--- config.mk ---
export PLATFORM = sky130hd
export DESIGN_NAME = global_controller_sequencer
export DESIGN_NICKNAME = d
export VERILOG_FILES = /design/src/rtl/global_controller_sequencer.sv
export SDC_FILE = /design/constraint.sdc
export NUM_CORES = 1
export LEC_CHECK = 0
export CELL_PAD_IN_SITES_DETAIL_PLACEMENT = 0
export CELL_PAD_IN_SITES_GLOBAL_PLACEMENT = 1
export CORE_ASPECT_RATIO = 1.2
export CORE_MARGIN = 1.5
export CORE_UTILIZATION = 45
export CTS_CLUSTER_SIZE = 28
export DETAILED_ROUTE_END_ITERATION = 10
export MAX_ROUTING_LAYER = met4
export PLACE_DENSITY_LB_ADDON = 0.1
export SLEW_MARGIN = 25
export SYNTH_ARGS = -nofsm -noshare
export SYNTH_HDL_FRONTEND = slang
export SYNTH_SLANG_ARGS = --single-unit
--- constraint.sdc ---
create_clock -name CLK -period 3.1 [get_ports CLK]
set_input_delay 0.62 -clock CLK [delete_from_list [all_inputs] [get_ports CLK]]
set_output_delay 0.62 -clock CLK [all_outputs]
set_load 0.005 [all_outputs]
--- src/rtl/global_controller_sequencer.sv ---
// global_controller_sequencer
//   Holds a per-object delay table and replays it into global_controller
//   on a fixed, paced schedule. It covers the boot load (boot_up +
//   input_valid strobes), holds table-parse mode, and runs incremental
//   scenario updates (glob_scen_noc_input_valid strobes for dirty entries,
//   then a scenario_update commit pulse).
//
// Ports
//   CLK, reset                 clock (rising edge), async active-low reset
//   cfg_we/cfg_addr/cfg_delay  table write port (sets valid; sets dirty
//                              outside the boot-load phase)
//   start_boot                 begin boot load (IDLE only)
//   start_update               begin scenario update (PARSE only)
//   stop_parse                 leave PARSE for IDLE (beats start_update)
//   boot_up, table_parse       mode levels to global_controller
//   input_valid                boot-phase element strobe
//   glob_scen_noc_input_valid  update-phase element strobe
//   delay_matrix_element       last issued delay (held between strobes)
//   obj_id_element             last issued object id (held between strobes)
//   scenario_update            one-cycle update commit
//   busy                       high in every state except IDLE and PARSE
module global_controller_sequencer #(
    parameter int N_obj        = 8,
    parameter int obj_id_width = 3,
    parameter int delay_length = 12,
    parameter int GAP          = 7,
    parameter int SETTLE       = 5
) (
    input  logic                    CLK,
    input  logic                    reset,
    input  logic                    cfg_we,
    input  logic [obj_id_width-1:0] cfg_addr,
    input  logic [delay_length-1:0] cfg_delay,
    input  logic                    start_boot,
    input  logic                    start_update,
    input  logic                    stop_parse,
    output logic                    boot_up,
    output logic                    table_parse,
    output logic                    input_valid,
    output logic                    glob_scen_noc_input_valid,
    output logic [delay_length-1:0] delay_matrix_element,
    output logic [obj_id_width-1:0] obj_id_element,
    output logic                    scenario_update,
    output logic                    busy
);

    typedef enum logic [2:0] {
        IDLE, BOOT_PRE, BOOT_ISSUE, BOOT_POST,
        PARSE, UPD_ISSUE, UPD_POST, UPD_COMMIT
    } state_t;

    // One down-counter serves both the settle windows and the post-issue gap.
    localparam int CMAX = (GAP > SETTLE) ? GAP : SETTLE;
    localparam int CW   = (CMAX > 1) ? $clog2(CMAX) : 1;
    localparam logic [CW-1:0]           GAP_W    = CW'(GAP - 1);
    localparam logic [CW-1:0]           SETTLE_W = CW'(SETTLE - 1);
    localparam logic [obj_id_width-1:0] LAST     = obj_id_width'(N_obj - 1);

    state_t                    state;
    logic [CW-1:0]             cnt;
    logic [obj_id_width-1:0]   ptr;
    logic [delay_length-1:0]   tbl [N_obj];
    logic [N_obj-1:0]          vld;
    logic [N_obj-1:0]          dty;

    logic                      upd_mode;
    logic                      in_scan;
    logic                      scan_go;
    logic                      hit;
    logic                      mark;
    logic [obj_id_width-1:0]   scan_idx;
    logic [N_obj-1:0]          pick;

    // Outputs are registered, so an entry is "scanned" on the edge that
    // enters its scan cycle: the strobe is visible during that cycle.
    always_comb begin
        upd_mode = (state == PARSE) || (state == UPD_ISSUE);
        in_scan  = (state == BOOT_ISSUE) || (state == UPD_ISSUE);
        pick     = upd_mode ? dty : vld;
        scan_idx = in_scan ? ptr + 1'b1 : '0;
        scan_go  = ((state == BOOT_PRE) && (cnt == '0))
                || ((state == PARSE) && start_update && !stop_parse)
                || (in_scan && (cnt == '0) && (ptr != LAST));
        hit      = scan_go && pick[scan_idx];
        // Writes during the boot load are part of the initial image.
        mark     = !((state == IDLE) || (state == BOOT_PRE) || (state == BOOT_ISSUE));
    end

    always_ff @(posedge CLK or negedge reset) begin
        if (!reset) begin
            state                     <= IDLE;
            cnt                       <= '0;
            ptr                       <= '0;
            vld                       <= '0;
            dty                       <= '0;
            for (int i = 0; i < N_obj; i++) tbl[i] <= '0;
            boot_up                   <= 1'b0;
            table_parse               <= 1'b0;
            input_valid               <= 1'b0;
            glob_scen_noc_input_valid <= 1'b0;
            delay_matrix_element      <= '0;
            obj_id_element            <= '0;
            scenario_update           <= 1'b0;
            busy                      <= 1'b0;
        end else begin
            input_valid               <= 1'b0;
            glob_scen_noc_input_valid <= 1'b0;
            scenario_update           <= 1'b0;

            if (scan_go) begin
                ptr <= scan_idx;
                cnt <= hit ? GAP_W : '0;
                if (hit) begin
                    delay_matrix_element <= tbl[scan_idx];
                    obj_id_element       <= scan_idx;
                    if (upd_mode) begin
                        glob_scen_noc_input_valid <= 1'b1;
                        dty[scan_idx]             <= 1'b0;
                    end else begin
                        input_valid <= 1'b1;
                    end
                end
            end else if (cnt != '0) begin
                cnt <= cnt - 1'b1;
            end

            // Transitions that load cnt are placed after the counter update
            // so they take precedence.
            case (state)
                IDLE: if (start_boot) begin
                    state   <= BOOT_PRE;
                    cnt     <= SETTLE_W;
                    boot_up <= 1'b1;
                    busy    <= 1'b1;
                end
                BOOT_PRE: if (cnt == '0) state <= BOOT_ISSUE;
                BOOT_ISSUE: if (cnt == '0 && ptr == LAST) begin
                    state <= BOOT_POST;
                    cnt   <= SETTLE_W;
                end
                BOOT_POST: if (cnt == '0) begin
                    state       <= PARSE;
                    boot_up     <= 1'b0;
                    table_parse <= 1'b1;
                    busy        <= 1'b0;
                end
                PARSE: if (stop_parse) begin
                    state       <= IDLE;
                    table_parse <= 1'b0;
                end else if (start_update) begin
                    state <= UPD_ISSUE;
                    busy  <= 1'b1;
                end
                UPD_ISSUE: if (cnt == '0 && ptr == LAST) begin
                    state <= UPD_POST;
                    cnt   <= SETTLE_W;
                end
                UPD_POST: if (cnt == '0) begin
                    state           <= UPD_COMMIT;
                    scenario_update <= 1'b1;
                end
                UPD_COMMIT: begin
                    state <= PARSE;
                    busy  <= 1'b0;
                end
                default: state <= IDLE;
            endcase

            // Last so a write beats the dirty clear of an entry being issued.
            if (cfg_we) begin
                tbl[cfg_addr] <= cfg_delay;
                vld[cfg_addr] <= 1'b1;
                if (mark) dty[cfg_addr] <= 1'b1;
            end
        end
    end

endmodule
==> flow_summary.json, run 1 <==
{
  "critPathMaxFanout": 18,
  "die_x_um": 118,
  "synth_area_leaders": "dfrtp_1 (50%), mux2_2 (17%), o22ai_1 (4.4%)",
  "ios": 42,
  "r2r_end": "delay_matrix_element[8]",
  "cpMostUsedCell": "nand3b_1",
  "cts_buffers": 17,
  "synth_mux_area_frac": 0.218,
  "synthesis.instances": 603,
  "syn_to_final_growth_pct": 19.0,
  "yosys_warnings": 0,
  "route.detailed.drc": 0,
  "overflow": 0,
  "grt_antenna_before_repair": 0,
  "post-cts-setup-buffer-count": 0,
  "wl_per_cell_um": 21.1,
  "crit_type": "reg -> reg",
  "syn_area_per_cell_um2": 11.8,
  "netlist_top_cells_count": "dfrtp_1 (142), mux2_2 (109), o22ai_1 (50)",
  "cts_hold_buf": 0,
  "synth_ff_type": "dfrtp_1",
  "start_util": 0.458,
  "yosys.area_share.adder": 0.00701,
  "drt_iter0_drc": 312,
  "core_um2": 15600,
  "root_buffer": "clkbuf_16",
  "synth_edf_count": 0,
  "yosysUniqueCellTypes": 53,
  "drtPass1Iterations": 5,
  "htreeDepth": 4,
  "powerDensity_nw_per_um2": 987,
  "synth_compound_area_frac": 0.168,
  "synth_top_area_share": 0.498,
  "p_leak_nw": 3.45,
  "cp_data_required_time_ns": 3.41,
  "cts_tree": "built",
  "max_slew_margin": 0.552,
  "drive_above_1_share": 0.290,
  "period_minus_slack_ns": 2.63,
  "dieHeight_um": 141,
  "max_cap_viol_count": 0,
  "crit_path_end_kind": "register",
  "clk-insertion-delay-late_ns": 0.42,
  "drt_wl_total_um": 18300,
  "tightest_slew_ns": 0.673,
  "cp-start-kind": "register",
  "r2r_cells": 7,
  "grt_pass1_vias": 5417,
  "cp_cell_sequence": "nand3b_1, nand2_4, nand3b_2, o32ai_4, nand3b_1, buf_4, mux2_2",
  "finalHoldViolCount": 0,
  "cp_data_arrival_time_ns": 2.94,
  "track_usage": 0.241,
  "fin_crit_sh": 0.850,
  "port_buffers": 41,
  "cp_slowest_cell": "dfrtp_1",
  "hp-class": "in -> async",
  "vias": 5260,
  "ir_worst_vdd_uv": 394,
  "clockBufferDepth": 2,
  "fillers": 1357,
  "synthesis.nets": 628,
  "netlist_area_um2": 7140,
  "synthSimpleGateAreaFrac": 0.0673,
  "synthArstFlopShare": 1.00,
  "setup_viol_count_final": 0,
  "post-dp-hpwl_um": 11600,
  "via_per_inst": 6.07,
  "status": "finished, final reports clean",
  "ant_nets": 0,
  "fmax_ghz": 0.380,
  "rr_startpoint": "state[2]",
  "yosysMostFrequentCell": "dfrtp_1",
  "dp_cells": 834,
  "synth_xor_area_frac": 0.00245,
  "cts_resized": 0,
  "reg2reg_setup_slack_ns": 0.47,
  "die-area_um2": 16600,
  "synth_top_family_by_area": "multiplexers",
  "fp-row-count": 50,
  "final_nets": 670,
  "rsz0062_at_grt": "no",
  "dp_slack_ns": 0.425,
  "clock_skew_ns": 0.00484,
  "fin_ws_ns": 0.466,
  "grt_max_degree": 69,
  "synth-seq-cells": 142,
  "num_antenna_cells": 0,
  "tns_ns": 0,
  "ys_seq_area_frac": 0.498,
  "synth_top_area_cell": "dfrtp_1",
  "clkTransAtPathRegs_ns": 0.06,
  "critPathMaxStageDelay_ns": 0.67,
  "finalWeightedCongestion": 0.939,
  "clkSinkCount": 142,
  "slew_viol_final": 0,
  "p_total_mw": 8.39,
  "grt_pass1_wl_um": 29700,
  "stdcell_count": 866
}
[final cells by class]
cell class	instances	area, um^2	area share
clock buffers	22	474	0.0558
clock inverters	10	183	0.0215
inverters	9	33.8	0.00398
multi-input cells	404	3330	0.392
flip-flops and latches	142	3550	0.418
well taps	208	260	0.0306
repair buffers	71	662	0.0779
[logic make-up (layout without fill, tap and decap cells)]
group                      after synthesis  after routing
DFF                                    142            142
buffers and inverters                   57            112
muxes                                  139            139
and+or+nand+nor                         85             85
AOI/OAI and AO/OA                      174            174
adders and majority gates                4              4
xor gates and xnor gates                 2              2
[through the flow]
stage / util / hold WS [ns] / cell area, um^2
floorplan: - / 0.324 / 7140
global placement: 0.503 / 0.454 / 7840
detailed placement: 0.503 / 0.453 / 7840
CTS: 0.545 / 0.212 / 8500
global route: 0.545 / 0.240 / 8500
finish: 0.545 / 0.193 / 8500
[flip-flops by register name, summed over array words and instances (netlist names)]
name and flops:
glob_scen_noc_input_valid 1, table_parse 1, delay_matrix_element 12, state 3, tbl 96, ptr 3
vld 8, dty 8, input_valid 1, cnt 3, scenario_update 1, obj_id_element 3
busy 1, boot_up 1
[how the worst max path moves through the flow]
stage,from,to,slack [ns],cells after the start
after detailed placement,stop_parse,delay_matrix_element[8],0.42,8
after floorplan,state[2],delay_matrix_element[2],0.88,9
after global routing,state[2],delay_matrix_element[11],0.30,7
after global placement,stop_parse,delay_matrix_element[8],0.51,8
after CTS,state[2],delay_matrix_element[8],0.46,7
final,state[2],delay_matrix_element[8],0.47,7
[report_power, final]
| part | internal [mW] | switching (mW) | total [mW] | leakage (nW) |
|---|---|---|---|---|
| clock network | 1.49 | 0.774 | 2.27 | 0.324 |
| logic | 1.64 | 1.77 | 3.41 | 1.45 |
| registers | 2.35 | 0.361 | 2.72 | 1.68 |
| total | 5.49 | 2.90 | 8.39 | 3.45 |
[critical path, delay by kind of cell, from the launching register on]
family | cells | cell delay (ns)
AND/OR/NAND/NOR | 4 | 0.88
flip-flops | 1 | 0.67
AO/OA/AOI/OAI | 1 | 0.34
buffers and inverters | 1 | 0.26
multiplexers | 1 | 0.36
[placed cells by master (no fill, tap or decap), drive strengths merged, types with 15 or more instances in the layout]
master	netlist	layout
o22ai	50	50
mux2i	24	24
dfrtp	142	142
mux2	115	115
o21ai	30	30
buf	19	31
clkdlybuf4s50	0	40
o211ai	24	24
clkbuf	29	22
nand2	18	18
a21oi	15	15
[layer usage]
metal	vias up	GRT usage	wire length [um]
li1	2383	-	-
met4	0	0.0860	380
met5	-	-	0
met2	145	0.384	9060
met3	32	0.0481	728
met1	2700	0.307	8140
(Power assumes the default switching activity.)
==> run 2, diff against run 1 <==
- clock period: 3.1 -> 2.6 ns (I/O delays scaled with it)
==> run 2 against run 1 <==
Compared with the run above: cell area is 1.4% higher; global-route usage up 0.29 points; fmax rose by 6.4%; setup slack lost 0.34 ns; combinational power increased by 21%; hold slack worse by 0.17 ns; largest cell class unchanged; clock power grew 23%; core utilization up 0.77 points; largest power group unchanged.
==> flow_summary.json, run 2 (synthesis results as in run 1) <==
{
  "largest-register": "tbl",
  "r2r_cells": 7,
  "syn_to_final_growth_pct": 20.7,
  "die-area_um2": 16600,
  "largest_reg_flops": 96,
  "critPathMaxFanout": 11,
  "r2r_end": "delay_matrix_element[1]",
  "htreeDepth": 4,
  "tightest_slew_ns": 0.641,
  "die_x_um": 118,
  "clkSinkCount": 142,
  "post-cts-setup-buffer-count": 0,
  "cp_data_arrival_time_ns": 2.78,
  "clk-insertion-delay-late_ns": 0.42,
  "drtPass1Iterations": 5,
  "startpoint": "state[2]",
  "fp-row-count": 50,
  "slew_viol_final": 0,
  "layout_common_cells": "dfrtp_1 (142), mux2_2 (109), o22ai_1 (50)",
  "status": "finished, final reports clean",
  "rsz0062_at_grt": "no",
  "clock_skew_ns": 0.00620,
  "drt_iter0_drc": 343,
  "vias": 5284,
  "rr_startpoint": "state[2]",
  "top_regs": "tbl x96, delay_matrix_element x12",
  "period_minus_slack_ns": 2.48,
  "clockBufferDepth": 2,
  "track_usage": 0.244,
  "via_per_inst": 6.03,
  "core_um2": 15600,
  "endpoint": "delay_matrix_element[1]",
  "finalWeightedCongestion": 0.948,
  "cp-start-kind": "register",
  "hp-class": "in -> async",
  "grt_pass1_vias": 5386,
  "crit_family": "simple AND/OR/NAND/NOR gates",
  "tns_ns": 0,
  "crit_path_end_kind": "register",
  "setup_viol_count_final": 0,
  "fin_crit_sh": 0.953,
  "ios": 42,
  "cts_resized": 0,
  "overflow": 0,
  "critPathMaxStageDelay_ns": 0.49,
  "dieHeight_um": 141,
  "num_antenna_cells": 0,
  "path_depth": 7,
  "post-dp-hpwl_um": 12100,
  "grt_max_degree": 52,
  "powerDensity_nw_per_um2": 1180,
  "grt_pass1_wl_um": 29800,
  "cts_buffers": 17,
  "p_total_mw": 10.2,
  "max_slew_margin": 0.572,
  "final_common_cell": "dfrtp_1",
  "finalHoldWorstSlack_ns": 0.0211,
  "final_area_um2": 8620,
  "drive_above_1_share": 0.304,
  "start_util": 0.458,
  "cp_cell_sequence": "or3b_4, nand2_4, nand3b_2, o32ai_4, nand3b_1, buf_4, mux2_2",
  "port_buffers": 41,
  "dpl-instance-area_um2": 7930,
  "root_buffer": "clkbuf_16",
  "crit_type": "reg -> reg",
  "cp_data_required_time_ns": 2.90,
  "ant_nets": 0,
  "finalHoldViolCount": 0,
  "p_leak_nw": 3.51,
  "grt_antenna_before_repair": 0,
  "drt_wl_total_um": 18600,
  "route.detailed.drc": 0,
  "ir_worst_vdd_uv": 528,
  "cts_tree": "built",
  "final_nets": 680,
  "reg2reg_setup_slack_ns": 0.12,
  "cp_slowest_cell": "dfrtp_1",
  "max_cap_viol_count": 0,
  "fmax_ghz": 0.404,
  "wl_per_cell_um": 21.2,
  "worst-path-buf-inv": 1,
  "clkTransAtPathRegs_ns": 0.06,
  "cts_hold_buf": 0
}
-- run 2: area by class of cell --
cell class	count	area [um^2]
well taps	208	260
multi-input cells	404	3330
clock inverters	13	236
clock buffers	19	453
inverters	9	33.8
fillers	1336	6960
flip-flops and latches	142	3550
repair buffers	81	749
-- run 2: worst register-to-register path: cells and delay by family, from the launching register on --
family / cells / cell delay, ns
simple gates: 4 / 0.92
flops: 1 / 0.49
mux: 1 / 0.37
compound gates: 1 / 0.35
buf+inv: 1 / 0.24
-- run 2: power breakdown --
part	switching [mW]	internal, mW	total [mW]	leakage, nW
clock	0.939	1.85	2.79	0.333
combinational	2.10	2.03	4.13	1.50
sequential	0.444	2.81	3.25	1.68
total	3.48	6.69	10.2	3.51
-- run 2: how the worst min path moves through the flow --
stage	cells past startpoint	slack, ns	end	startpoint
final	1	0.02	tbl[45]	reset
after CTS	1	0.04	tbl[93]	reset
after floorplan	0	0.22	boot_up	reset
after global placement	1	0.47	vld[7]	vld[7]
after detailed placement	1	0.47	vld[5]	vld[5]
after global routing	1	0.04	tbl[45]	reset
-- run 2: metal layers --
layer,global-route usage,part of all wire,vias up
met1,0.308,0.44,2690
met2,0.389,0.49,166
met4,0.0911,0.025,0
met3,0.0498,0.049,33
li1,-,-,2395
met5,-,0,-
-- run 2: stage by stage --
| step | worst slack (ns) | util | std cells |
|---|---|---|---|
| floorplan | 0.376 | - | 603 |
| global placement | 0.135 | 0.509 | 844 |
| detailed placement | 0.116 | 0.509 | 844 |
| CTS | 0.132 | 0.553 | 876 |
| global route | 0.0215 | 0.553 | 876 |
| finish | 0.123 | 0.553 | 876 |
==> run 3, diff against run 2 <==
- MAX_ROUTING_LAYER: met4 -> unset
==> run 3 against run 2 <==
Compared with the run above: clock power fell by 8.6%; clock-buffer cell count is 4 higher; power down 2.4%; hold slack gained 0.055 ns; die area did not move; routed wire length grew 0.67%; cell area shrank 0.71%; combinational power about the same; largest power group unchanged; via count fell by 1.0%; critical endpoint is now delay_matrix_element[0]; highest routed layer unchanged; register-to-register slack improved by 0.06 ns; core utilization decreased by 0.39 points.
==> flow_summary.json, run 3 (synthesis results as in run 1) <==
{
  "slew_viol_final": 0,
  "cp_data_required_time_ns": 2.90,
  "grt_antenna_before_repair": 0,
  "grt_max_degree": 65,
  "htreeDepth": 4,
  "cp_slowest_cell": "dfrtp_1",
  "wl_per_cell_um": 21.4,
  "root_buffer": "clkbuf_16",
  "clkTransAtPathRegs_ns": 0.06,
  "status": "finished, final reports clean",
  "dieHeight_um": 141,
  "largest_reg_flops": 96,
  "critPathMaxFanout": 12,
  "post-dp-hpwl_um": 12100,
  "worst-path-buf-inv": 1,
  "startpoint": "state[2]",
  "cp_data_arrival_time_ns": 2.72,
  "ir_worst_vdd_uv": 406,
  "crit_family": "simple AND/OR/NAND/NOR gates",
  "top_regs": "tbl x96, delay_matrix_element x12",
  "via_per_inst": 5.97,
  "overflow": 0,
  "max_slew_margin": 0.585,
  "setup_viol_count_final": 0,
  "drive_above_1_share": 0.302,
  "num_antenna_cells": 0,
  "die-area_um2": 16600,
  "rsz0062_at_grt": "no",
  "drtPass1Iterations": 5,
  "start_util": 0.458,
  "grt_pass1_wl_um": 29800,
  "finalHoldViolCount": 0,
  "tightest_slew_ns": 0.623,
  "fin_ws_ns": 0.185,
  "post-cts-setup-buffer-count": 0,
  "crit_type": "reg -> reg",
  "r2r_cells": 7,
  "regArea_um2": 3550,
  "critPathMaxStageDelay_ns": 0.50,
  "rr_startpoint": "state[2]",
  "cts_tree": "built",
  "hp-class": "in -> async",
  "cts_hold_buf": 0,
  "die_x_um": 118,
  "syn_to_final_growth_pct": 19.8,
  "dp_slack_ns": 0.121,
  "fp-row-count": 50,
  "fillers": 1325,
  "track_usage": 0.236,
  "r2r_end": "delay_matrix_element[0]",
  "drt_iter0_drc": 268,
  "cts_buffers": 17,
  "finalWeightedCongestion": 0.935,
  "path_depth": 7,
  "max_cap_viol_count": 0,
  "crit_path_end_kind": "register",
  "layout_common_cells": "dfrtp_1 (142), mux2_2 (109), o22ai_1 (50)",
  "route.detailed.drc": 0,
  "port_buffers": 41,
  "cts_resized": 0,
  "largest-register": "tbl",
  "cp_cell_sequence": "or3b_4, nand2_4, nand3b_2, o32ai_4, nand3b_1, buf_4, mux2_2",
  "drt_wl_total_um": 18700,
  "grt_pass1_vias": 5449,
  "tns_ns": 0,
  "p_leak_nw": 3.49,
  "clk-insertion-delay-late_ns": 0.42,
  "clockBufferDepth": 2,
  "cp-start-kind": "register",
  "ant_nets": 0,
  "core_um2": 15600,
  "multi_input_area_um2": 3330,
  "reg2reg_setup_slack_ns": 0.19,
  "fmax_ghz": 0.414,
  "powerDensity_nw_per_um2": 1160,
  "final_common_cell": "dfrtp_1",
  "ios": 42,
  "period_minus_slack_ns": 2.41,
  "final_nets": 680,
  "clkSinkCount": 142,
  "endpoint": "delay_matrix_element[0]",
  "fin_crit_sh": 0.929,
  "vias": 5230,
  "clock_skew_ns": 0.00774
}
run 3: area by class of cell:
type | instances | area share
Sequential cell | 142 | 0.415
Multi-Input combinational cell | 404 | 0.389
Timing Repair Buffer | 81 | 0.0876
Clock buffer | 23 | 0.0582
Tap cell | 208 | 0.0304
Clock inverter | 9 | 0.0152
Inverter | 9 | 0.00395
run 3: stage by stage:
step | utilization | power [mW] | instances | hold slack [ns] | area (um^2)
finish | 0.549 | 9.93 | 876 | 0.0758 | 8550
global route | 0.549 | 10.5 | 876 | 0.105 | 8550
CTS | 0.549 | 9.99 | 876 | 0.0939 | 8550
detailed placement | 0.509 | 7.41 | 844 | 0.462 | 7930
global placement | 0.509 | 7.29 | 844 | 0.456 | 7930
floorplan | - | 6.04 | 603 | 0.224 | 7140
run 3: worst min path at each step:
stage            from                end  slack, ns  depth (start not counted)
2_1_floorplan   reset            boot_up       0.22                          0
3_3_place_gp   vld[5]             vld[5]       0.46                          1
3_5_place_dp   vld[5]             vld[5]       0.46                          1
4_1_cts         reset  obj_id_element[2]       0.09                          1
5_1_grt         reset  obj_id_element[2]       0.10                          1
6_report        reset  obj_id_element[2]       0.08                          1
run 3: per-layer routing:
layer	track usage	up-vias	routed length [um]
met5	0	-	0
met4	0.0815	0	274
met3	0.0400	26	705
met2	0.402	148	9290
met1	0.305	2666	8450
li1	-	2390	-
run 3: report_power, final:
group	leakage [nW]	switching (mW)	internal, mW	total (mW)
sequential	1.68	0.443	2.81	3.25
clock	0.310	0.913	1.64	2.55
combinational	1.50	2.10	2.03	4.13
